### config.mk
export PLATFORM = sky130hd
export DESIGN_NAME = seg_mux_counter
export DESIGN_NICKNAME = d
export VERILOG_FILES = /design/src/rtl/seg_pkg.sv /design/src/rtl/seg7_decoder.sv /design/src/rtl/seg_mux_counter.sv
export SDC_FILE = /design/constraint.sdc
export NUM_CORES = 1
export LEC_CHECK = 0
export ABC_AREA = 0
export CORE_MARGIN = 2
export CORE_UTILIZATION = 45
export DETAILED_ROUTE_END_ITERATION = 16
export PLACE_DENSITY = 0.67
export SLEW_MARGIN = 10
export SYNTH_ARGS = -nofsm -noshare
export SYNTH_HDL_FRONTEND = slang
export SYNTH_SLANG_ARGS = --single-unit
### constraint.sdc
create_clock -name clk -period 6 [get_ports clk]
set_input_delay 0.9 -clock clk [delete_from_list [all_inputs] [get_ports clk]]
set_output_delay 0.9 -clock clk [all_outputs]
set_load 0.02 [all_outputs]
### src/rtl/seg_pkg.sv
// Shared types and constants for the multiplexed 7-segment counter.
package seg_pkg;

    typedef enum logic [1:0] {
        ST_IDLE  = 2'd0,
        ST_RUN   = 2'd1,
        ST_ALARM = 2'd2
    } state_e;

    // All segments off (active-low)
    localparam logic [6:0] SEG_BLANK = 7'h7F;

    // Status LED patterns for leds[3:0]
    localparam logic [3:0] LED_IDLE  = 4'b0001;
    localparam logic [3:0] LED_RUN   = 4'b0011;
    localparam logic [3:0] LED_ALARM = 4'b1111;

    // Active-low glyphs {g,f,e,d,c,b,a} for 0-9, A b C d E F
    localparam logic [6:0] SEG_GLYPH [16] = '{
        7'h40, 7'h79, 7'h24, 7'h30, 7'h19, 7'h12, 7'h02, 7'h78,
        7'h00, 7'h10, 7'h08, 7'h03, 7'h46, 7'h21, 7'h06, 7'h0E
    };

    function automatic logic [3:0] led_pattern(input state_e s);
        case (s)
            ST_RUN:   return LED_RUN;
            ST_ALARM: return LED_ALARM;
            default:  return LED_IDLE;
        endcase
    endfunction

endpackage

### src/rtl/seg7_decoder.sv
// Combinational 4-bit value to active-low 7-segment glyph.
module seg7_decoder
    import seg_pkg::*;
(
    input  logic [3:0] nibble,
    output logic [6:0] seg_c
);

    // Table lookup
    always_comb begin
        seg_c = SEG_GLYPH[nibble];
    end

endmodule

### src/rtl/seg_mux_counter.sv
// N-digit up/down counter with multiplexed active-low 7-segment display,
// status LEDs and timed wrap alarm buzzer.
// Optional: define SEG_BLANK_LEADING_EN to blank digits above the most
// significant nonzero digit (digit 0 always shown).
module seg_mux_counter
    import seg_pkg::*;
#(
    parameter int unsigned NUM_DIGITS  = 4,
    parameter int unsigned RADIX       = 16,
    parameter int unsigned TICK_DIV    = 65536,
    parameter int unsigned SCAN_DIV    = 2048,
    parameter int unsigned ALARM_TICKS = 4,
    parameter int unsigned TONE_BIT    = 4
) (
    input  logic                      clk,
    input  logic                      reset,
    input  logic                      en,
    input  logic                      up_dn,
    input  logic                      load,
    input  logic [4*NUM_DIGITS-1:0]   load_val,
    output logic [6:0]                seg_display,
    output logic [NUM_DIGITS-1:0]     digit_select,
    output logic [7:0]                leds,
    output logic                      buzzer,
    output logic                      wrap
);

    localparam int unsigned TICK_W = $clog2(TICK_DIV);
    localparam int unsigned SCAN_W = $clog2(SCAN_DIV);
    localparam int unsigned IDX_W  = (NUM_DIGITS > 1) ? $clog2(NUM_DIGITS) : 1;
    localparam int unsigned ALM_W  = $clog2(ALARM_TICKS + 1);
    localparam logic [3:0]  MAX_DIGIT = 4'(RADIX - 1);

    logic [TICK_W-1:0]              tick_cnt_q, tick_cnt_d;
    logic [SCAN_W-1:0]              scan_cnt_q, scan_cnt_d;
    logic [IDX_W-1:0]               scan_idx_q, scan_idx_d;
    logic [NUM_DIGITS-1:0][3:0]     digits_q, digits_d, step_c;
    logic [ALM_W-1:0]               alarm_q, alarm_d;
    state_e                         state_q, state_d;
    logic [6:0]                     seg_q, seg_d, glyph_c;
    logic [NUM_DIGITS-1:0]          dsel_q, dsel_d;
    logic [7:0]                     leds_q, leds_d;
    logic                           buzzer_q, buzzer_d;
    logic                           wrap_q, wrap_d;
    logic                           tick_c, scan_tick_c, carry_c;

    // Free-running tick and scan dividers
    always_comb begin
        tick_c      = (tick_cnt_q == TICK_W'(TICK_DIV - 1));
        scan_tick_c = (scan_cnt_q == SCAN_W'(SCAN_DIV - 1));
        tick_cnt_d  = tick_c ? '0 : tick_cnt_q + TICK_W'(1);
        scan_cnt_d  = scan_tick_c ? '0 : scan_cnt_q + SCAN_W'(1);
    end

    // Ripple increment/decrement; carry out of the top digit means full-range wrap
    always_comb begin
        step_c  = digits_q;
        carry_c = 1'b1;
        for (int i = 0; i < NUM_DIGITS; i++) begin
            if (carry_c) begin
                if (up_dn) begin
                    if (digits_q[i] >= MAX_DIGIT) begin
                        step_c[i] = 4'd0;
                    end else begin
                        step_c[i] = digits_q[i] + 4'd1;
                        carry_c   = 1'b0;
                    end
                end else begin
                    if (digits_q[i] == 4'd0) begin
                        step_c[i] = MAX_DIGIT;
                    end else begin
                        step_c[i] = digits_q[i] - 4'd1;
                        carry_c   = 1'b0;
                    end
                end
            end
        end
    end

    // Counter update: load wins over counting and clamps out-of-radix digits
    always_comb begin
        digits_d = digits_q;
        wrap_d   = 1'b0;
        if (load) begin
            for (int i = 0; i < NUM_DIGITS; i++) begin
                digits_d[i] = (load_val[4*i +: 4] > MAX_DIGIT) ? MAX_DIGIT : load_val[4*i +: 4];
            end
        end else if (tick_c && en) begin
            digits_d = step_c;
            wrap_d   = carry_c;
        end
    end

    // Mode FSM next state; a wrap during ALARM restarts the alarm timer
    always_comb begin
        state_d = state_q;
        alarm_d = alarm_q;
        case (state_q)
            ST_IDLE: begin
                if (wrap_d) begin
                    state_d = ST_ALARM;
                    alarm_d = '0;
                end else if (en) begin
                    state_d = ST_RUN;
                end
            end
            ST_RUN: begin
                if (wrap_d) begin
                    state_d = ST_ALARM;
                    alarm_d = '0;
                end else if (!en) begin
                    state_d = ST_IDLE;
                end
            end
            ST_ALARM: begin
                if (wrap_d) begin
                    alarm_d = '0;
                end else if (tick_c) begin
                    if (alarm_q == ALM_W'(ALARM_TICKS - 1)) begin
                        state_d = en ? ST_RUN : ST_IDLE;
                        alarm_d = '0;
                    end else begin
                        alarm_d = alarm_q + ALM_W'(1);
                    end
                end
            end
            default: begin
                state_d = ST_IDLE;
                alarm_d = '0;
            end
        endcase
    end

    seg7_decoder u_dec (
        .nibble (digits_q[scan_idx_q]),
        .seg_c  (glyph_c)
    );

`ifdef SEG_BLANK_LEADING_EN
    logic [IDX_W-1:0] msd_c;

    // Index of the most significant nonzero digit (0 when all zero)
    always_comb begin
        msd_c = '0;
        for (int i = 0; i < NUM_DIGITS; i++) begin
            if (digits_q[i] != 4'd0) begin
                msd_c = IDX_W'(i);
            end
        end
    end
`endif

    // Display scan, glyph select and status outputs, all from the same cycle's state
    always_comb begin
        scan_idx_d = scan_idx_q;
        if (scan_tick_c) begin
            scan_idx_d = (scan_idx_q == IDX_W'(NUM_DIGITS - 1)) ? '0 : scan_idx_q + IDX_W'(1);
        end
        dsel_d             = '1;
        dsel_d[scan_idx_q] = 1'b0;
`ifdef SEG_BLANK_LEADING_EN
        seg_d = (scan_idx_q > msd_c) ? SEG_BLANK : glyph_c;
`else
        seg_d = glyph_c;
`endif
        leds_d   = {digits_q[NUM_DIGITS-1], led_pattern(state_q)};
        buzzer_d = (state_q == ST_ALARM) && tick_cnt_q[TONE_BIT];
    end

    // All state and registered outputs
    always_ff @(posedge clk) begin
        if (reset) begin
            tick_cnt_q <= '0;
            scan_cnt_q <= '0;
            scan_idx_q <= '0;
            digits_q   <= '0;
            alarm_q    <= '0;
            state_q    <= ST_IDLE;
            seg_q      <= SEG_BLANK;
            dsel_q     <= '1;
            leds_q     <= '0;
            buzzer_q   <= 1'b0;
            wrap_q     <= 1'b0;
        end else begin
            tick_cnt_q <= tick_cnt_d;
            scan_cnt_q <= scan_cnt_d;
            scan_idx_q <= scan_idx_d;
            digits_q   <= digits_d;
            alarm_q    <= alarm_d;
            state_q    <= state_d;
            seg_q      <= seg_d;
            dsel_q     <= dsel_d;
            leds_q     <= leds_d;
            buzzer_q   <= buzzer_d;
            wrap_q     <= wrap_d;
        end
    end

    assign seg_display  = seg_q;
    assign digit_select = dsel_q;
    assign leds         = leds_q;
    assign buzzer       = buzzer_q;
    assign wrap         = wrap_q;

endmodule

======== Word level (Yosys, flattened, before mapping) ========
Memories as Yosys holds them, arrays and structs flattened. A register that Yosys moved wholly into a read port is not among the register bits.
Index checks and enable logic that the tools add are counted.
cells by class
  add/subtract/negate cells ............... 12
  order comparisons ....................... 10
  equality and inequality tests ........... 13
  mux-type cells .......................... 58
  bitwise logic cells ..................... 2
  reductions and logical operators ........ 20
operators with widths
  operator                                              count
  two-way mux 4 bit                                     20
  two-way mux 16 bit                                    2
  two-way mux 1 bit                                     19
  adder 16 x 1 -> 16 bit, second input constant         1
  adder 4 x 1 -> 4 bit, second input constant           4
  == test 16 bit, second input constant                 1
  >= comparator 4 bit, second input constant            4
  greater-than comparator 4 bit, second input constant  4
  logical NOT 4 bit                                     4
  two-way mux 2 bit                                     8
  subtractor 4 x 1 -> 4 bit, second input constant      4
  two-way mux 3 bit                                     4
  adder 11 x 1 -> 11 bit, second input constant         1
  == test 11 bit, second input constant                 1
  != test 3 bit, second input constant                  3
  binary-select mux 4 bit (select 2 bit)                1
  one-hot mux 4 bit (2 select lines)                    1
  AND reduction 2 bit                                   4
  nonzero test 2 bit                                    4
  != test 2 bit, second input constant                  3
  one-hot mux 2 bit (3 select lines)                    1
  one-hot mux 3 bit (2 select lines)                    1
  OR reduction 2 bit                                    3
  NOT 4 -> 5 bit                                        1
  13 further kinds                                      16
storage, ports and cells
  flip-flop bits (word level) ............. 64
  memory bits (read-only) ................. 112
  bits of input ports ..................... 21
  output and inout port bits .............. 21
  logic and storage cells ................. 129
  memories kept ........................... 1
memory list
  memory            words  width  rd ports  clocked after Yosys merged registers in  write ports  line                text
  (name not given)  16     7      1         1                                        0            seg7_decoder.sv:11  seg_c = SEG_GLYPH[nibble];

======== Logic depth before layout (Yosys ltp) ========
  depth after elaboration ................. 10
  depth in mapped cells ................... 8
  gate-level depth less buffers ........... 7

======== Modules after synthesis ========
Synthesis repeated with hierarchy kept, for this count alone.
unflattened totals
  cells, all modules ...................... 458
  area total of the unflattened synthesis .. 3956.3 um^2
modules (own cells, without submodules)
  module           times used  cells an instance  area each (um^2)  seq. area each (um^2)
  seg_mux_counter  1           425                3687.3            1401.3
  seg7_decoder     1           33                 269.0             0.0

======== Worst setup path before layout ========
OpenSTA, ideal clock, no wires.
  path kind ............................... input -> register
  start point ............................. input port up_dn
  end point ............................... register digits_q[8] in the netlist's numbering
  library setup time ...................... 0.088 ns
  arrival time ............................ 2.360 ns
  required time ........................... 5.912 ns
  slack ................................... 3.552 ns
  cell stages on the path ................. 6
  buffers on the path ..................... 1
  cell sequence ........................... buf_2 -> or4b_1 -> a22oi_4 -> nand2_2 -> a221o_1 -> a311oi_2
between the ends
  cells in the longest elaborated chain, start to end .. 4
  elaborated cells between the ends (all ways) .. 9
  those cells by class .................... mux (7); reduce/logical (2)
RTL lines
  element                                                    line                    text
  start, declared                                            seg_mux_counter.sv:18   input logic up_dn,
  two-way mux 4 bit or two-way mux 1 bit (tied branches)     seg_mux_counter.sv:61   if (up_dn) begin
  two-way mux 4 bit or two-way mux 1 bit (tied branches)     seg_mux_counter.sv:60   if (carry_c) begin
  two-way mux 16 bit or nonzero test 2 bit (tied branches)   n/a
  two-way mux 16 bit or AND reduction 2 bit (tied branches)  n/a
  end signal, assigned                                       seg_mux_counter.sv:188  digits_q <= digits_d;
  end, declared                                              seg_mux_counter.sv:37   logic [NUM_DIGITS-1:0][3:0] digits_q, digits_d, step_c;
Several ways; a longest one is shown, not always the timed one. The select of a mux whose other input is x is not followed.
A chain may end at the register's enable or synchronous reset.

======== Worst setup path in the final report ========
  start point ............................. input port up_dn
  end point ............................... register digits_q[14] in the netlist's numbering
between the ends
  cells in the longest elaborated chain, start to end .. 5
  elaborated cells between the ends (all ways) .. 11
  those cells by class .................... mux (9); reduce/logical (2)
RTL lines
  element                          line
  two-way mux 1 bit                seg_mux_counter.sv:61
  two-way mux 1 bit (2 in series)  seg_mux_counter.sv:60
  nonzero test 2 bit (no line)     n/a
  AND reduction 2 bit (no line)    n/a
Several ways; a longest one is shown, not always the timed one. The select of a mux whose other input is x is not followed.

==> flow_metrics.env <==
export IMPL_layout_common_cells="70 x dfxtp_1, 49 x nor2_1, 42 x nand2_1"
export IMPL_drt_iter0_drc=97
export IMPL_crit_type="input pin to flip-flop"
export IMPL_cts_resized=0
export IMPL_htreeDepth=3
export IMPL_drc=0
export IMPL_cts_path_max_buffers=2
export IMPL_antenna_found_initial=0
export IMPL_cp_slowest_cell="or4b_4"
export IMPL_worstSkewPairLatency_ns=0.35
export IMPL_crit_chain="clkdlybuf4s50_1 > buf_4 > or4b_4 > a22oi_4 > a31oi_2 > a211o_1 > a21oi_2"
export IMPL_holdBufCountCts=0
export IMPL_cts_buffers=9
export IMPL_critPathLaunchType="input pin"
export IMPL_vias=3225
export IMPL_synth_avg_cell_area_um2=8.65
export IMPL_status="completed"
export IMPL_worstPathArrival_ns=3.08
export IMPL_cts_tree="yes"
export IMPL_port_buffers=41
export IMPL_viasPerCell=5.37
export IMPL_ys_seq_area_frac=0.353
export IMPL_gp_congestion=0.882
export IMPL_layout_commonest_cell="dfxtp_1"
export IMPL_firstDrtPassIters=4
export IMPL_leakagePower_uw=0.00177
export IMPL_place_hpwl_um=5590
export IMPL_finalCritPeriodShare=0.464
export IMPL_antenna_cells=0
export IMPL_synth_cells=459
export IMPL_critPathCaptureType="flip-flop"
export IMPL_cts_setup_buffers=0
export IMPL_critical_path_top_delay_family="compound AO/OA/AOI/OAI gates"
export IMPL_p_total_uw=1030
export IMPL_core_mm2=0.00864
export IMPL_critPathBufInv=2
export IMPL_hold_class="flip-flop to flip-flop"
export IMPL_slew_violations=0
export IMPL_drv_cap=0
export IMPL_holdWs_ns=0.468
export IMPL_synth_warnings=0
export IMPL_core_rowCount=34
export IMPL_grt_pass1_wl_um=14100
export IMPL_synth_seq_cells=70
export IMPL_synth_flop_cell="dfxtp_1"
export IMPL_yosys_area_top_type_share=0.353
export IMPL_vdd_drop_max_mv=0.0898
export IMPL_drt_wl_total_um=8040
export IMPL_drive_above_1_share=0.0751
export IMPL_p_per_area_mw_per_mm2=224
export IMPL_wire_per_inst_um=13.4
export IMPL_ys_types=65
export IMPL_multiInputGateArea_mm2=0.00233
export IMPL_die_x_um=97.9
export IMPL_crit_fanout=30
export IMPL_ios=42
export IMPL_synth_edf_count=0
export IMPL_crit_required_ns=6.30
export IMPL_grt_pass1_vias=3080
export IMPL_fin_crit_ns=2.78
export IMPL_area_delta_synth_final_pct=15.8
export IMPL_hold_viol_final=0
export IMPL_ant_nets=0
export IMPL_num_fill_cells=808
export IMPL_clock_sinks=70
export IMPL_fin_skew_ns=0.0109
export IMPL_regArea_mm2=0.00140
export IMPL_slew_headroom=0.486
export IMPL_setup_viol=0
export IMPL_die_y_um=97.9
export IMPL_root_buffer="clkbuf_8"
export IMPL_yosys_area_top_type="dfxtp_1"
export IMPL_grt_max_degree=37
export IMPL_grt_ovfl_total=0
export IMPL_async_flop_share=0
export IMPL_clkSlewWorstSetupHoldPaths_ns=0.08
export IMPL_max_stage_delay_ns=0.54
export IMPL_gr_usage_all_layers=0.178
export IMPL_synthesis_nets=510
export IMPL_layout_nets=539
export IMPL_fin_tns_setup_ns=0
export IMPL_max_freq_mhz=359
export IMPL_syn_area_mm2=0.00397
export IMPL_worst_pin_slew_ns=0.763
export IMPL_rsz0062_at_grt="false"
export IMPL_start_util=0.460
export IMPL_synthTopCellsByArea="dfxtp_1 35%, ha_1 9.5%, nor2_1 4.6%"
export IMPL_dieArea_mm2=0.00959
export IMPL_stdcell_area_mm2=0.00460
export IMPL_placed_area_mm2=0.00441
## sequential cells by signal, indices dropped and copies added, names as in the netlist
signal and flops:
alarm_q 3, buzzer 1, digit_select 4, digits_q 16, leds 7, scan_cnt_q 11, scan_idx_q 2, seg_display 7
state_q 2, tick_cnt_q 16, wrap 1
## final cells by class
class | instances | share of cell area
Multi-Input combinational cell | 333 | 0.507
Sequential cell | 70 | 0.305
Timing Repair Buffer | 44 | 0.0941
Clock buffer | 11 | 0.0329
Tap cell | 108 | 0.0294
Inverter | 30 | 0.0245
Clock inverter | 5 | 0.00735
## synth_stat cells, types with 4 or more instances
cell,instances
nor2b_1,5
nor2_1,49
o21ai_0,19
nand4_1,13
buf_2,4
nand2b_1,6
and3_1,6
mux2i_1,13
dfxtp_1,70
xnor2_1,13
inv_1,30
a221oi_1,4
ha_1,30
nor3_1,7
nand3_1,18
nand2_1,42
a21oi_1,23
a211oi_1,7
clkbuf_1,14
mux4_2,4
a31oi_1,4
xor2_1,14
## power by group
| group | internal [uW] | switching, uW | leakage, uW |
|---|---|---|---|
| sequential | 484 | 22.7 | 0.000573 |
| clock | 172 | 190 | 0.0000913 |
| combinational | 76.5 | 85.3 | 0.00111 |
| total | 732 | 298 | 0.00177 |
## logic make-up after synthesis
kind of cell,share of synthesized area
and+or+nand+nor,0.209
muxes,0.0621
buffers and inverters,0.0602
xor gates and xnor gates,0.0595
DFF,0.353
AOI/OAI and AO/OA,0.162
adders and majority gates,0.0945
## path summary, 6_finish.rpt
path                               endpoint  slack, ns                startpoint  depth (start not counted)
setup / recovery  digits_q[14]$_SDFFE_PP0P_       3.22                     up_dn                          7
hold / removal     scan_cnt_q[0]$_SDFF_PP0_       0.47  scan_cnt_q[0]$_SDFF_PP0_                          1
setup reg to reg    alarm_q[2]$_SDFFE_PP0P_       3.68  digits_q[8]$_SDFFE_PP0P_                          7
hold reg to reg    scan_cnt_q[0]$_SDFF_PP0_       0.47  scan_cnt_q[0]$_SDFF_PP0_                          1
## routing by layer
layer | global-route usage | vias to the layer above | routed length (um)
li1 | - | 1668 | -
met1 | 0.224 | 1493 | 3880
met2 | 0.295 | 48 | 3730
met3 | 0.0429 | 16 | 292
met4 | 0.0673 | 0 | 142
met5 | 0 | - | 0
## metrics by stage
stage	util	setup WS (ns)	std cells
2_1_floorplan	-	3.55	459
3_3_place_gp	0.511	2.86	585
3_5_place_dp	0.511	2.84	585
4_1_cts	0.532	3.21	601
5_1_grt	0.532	3.09	601
6_report	0.532	3.22	601
Power figures use the tool's default switching activity.
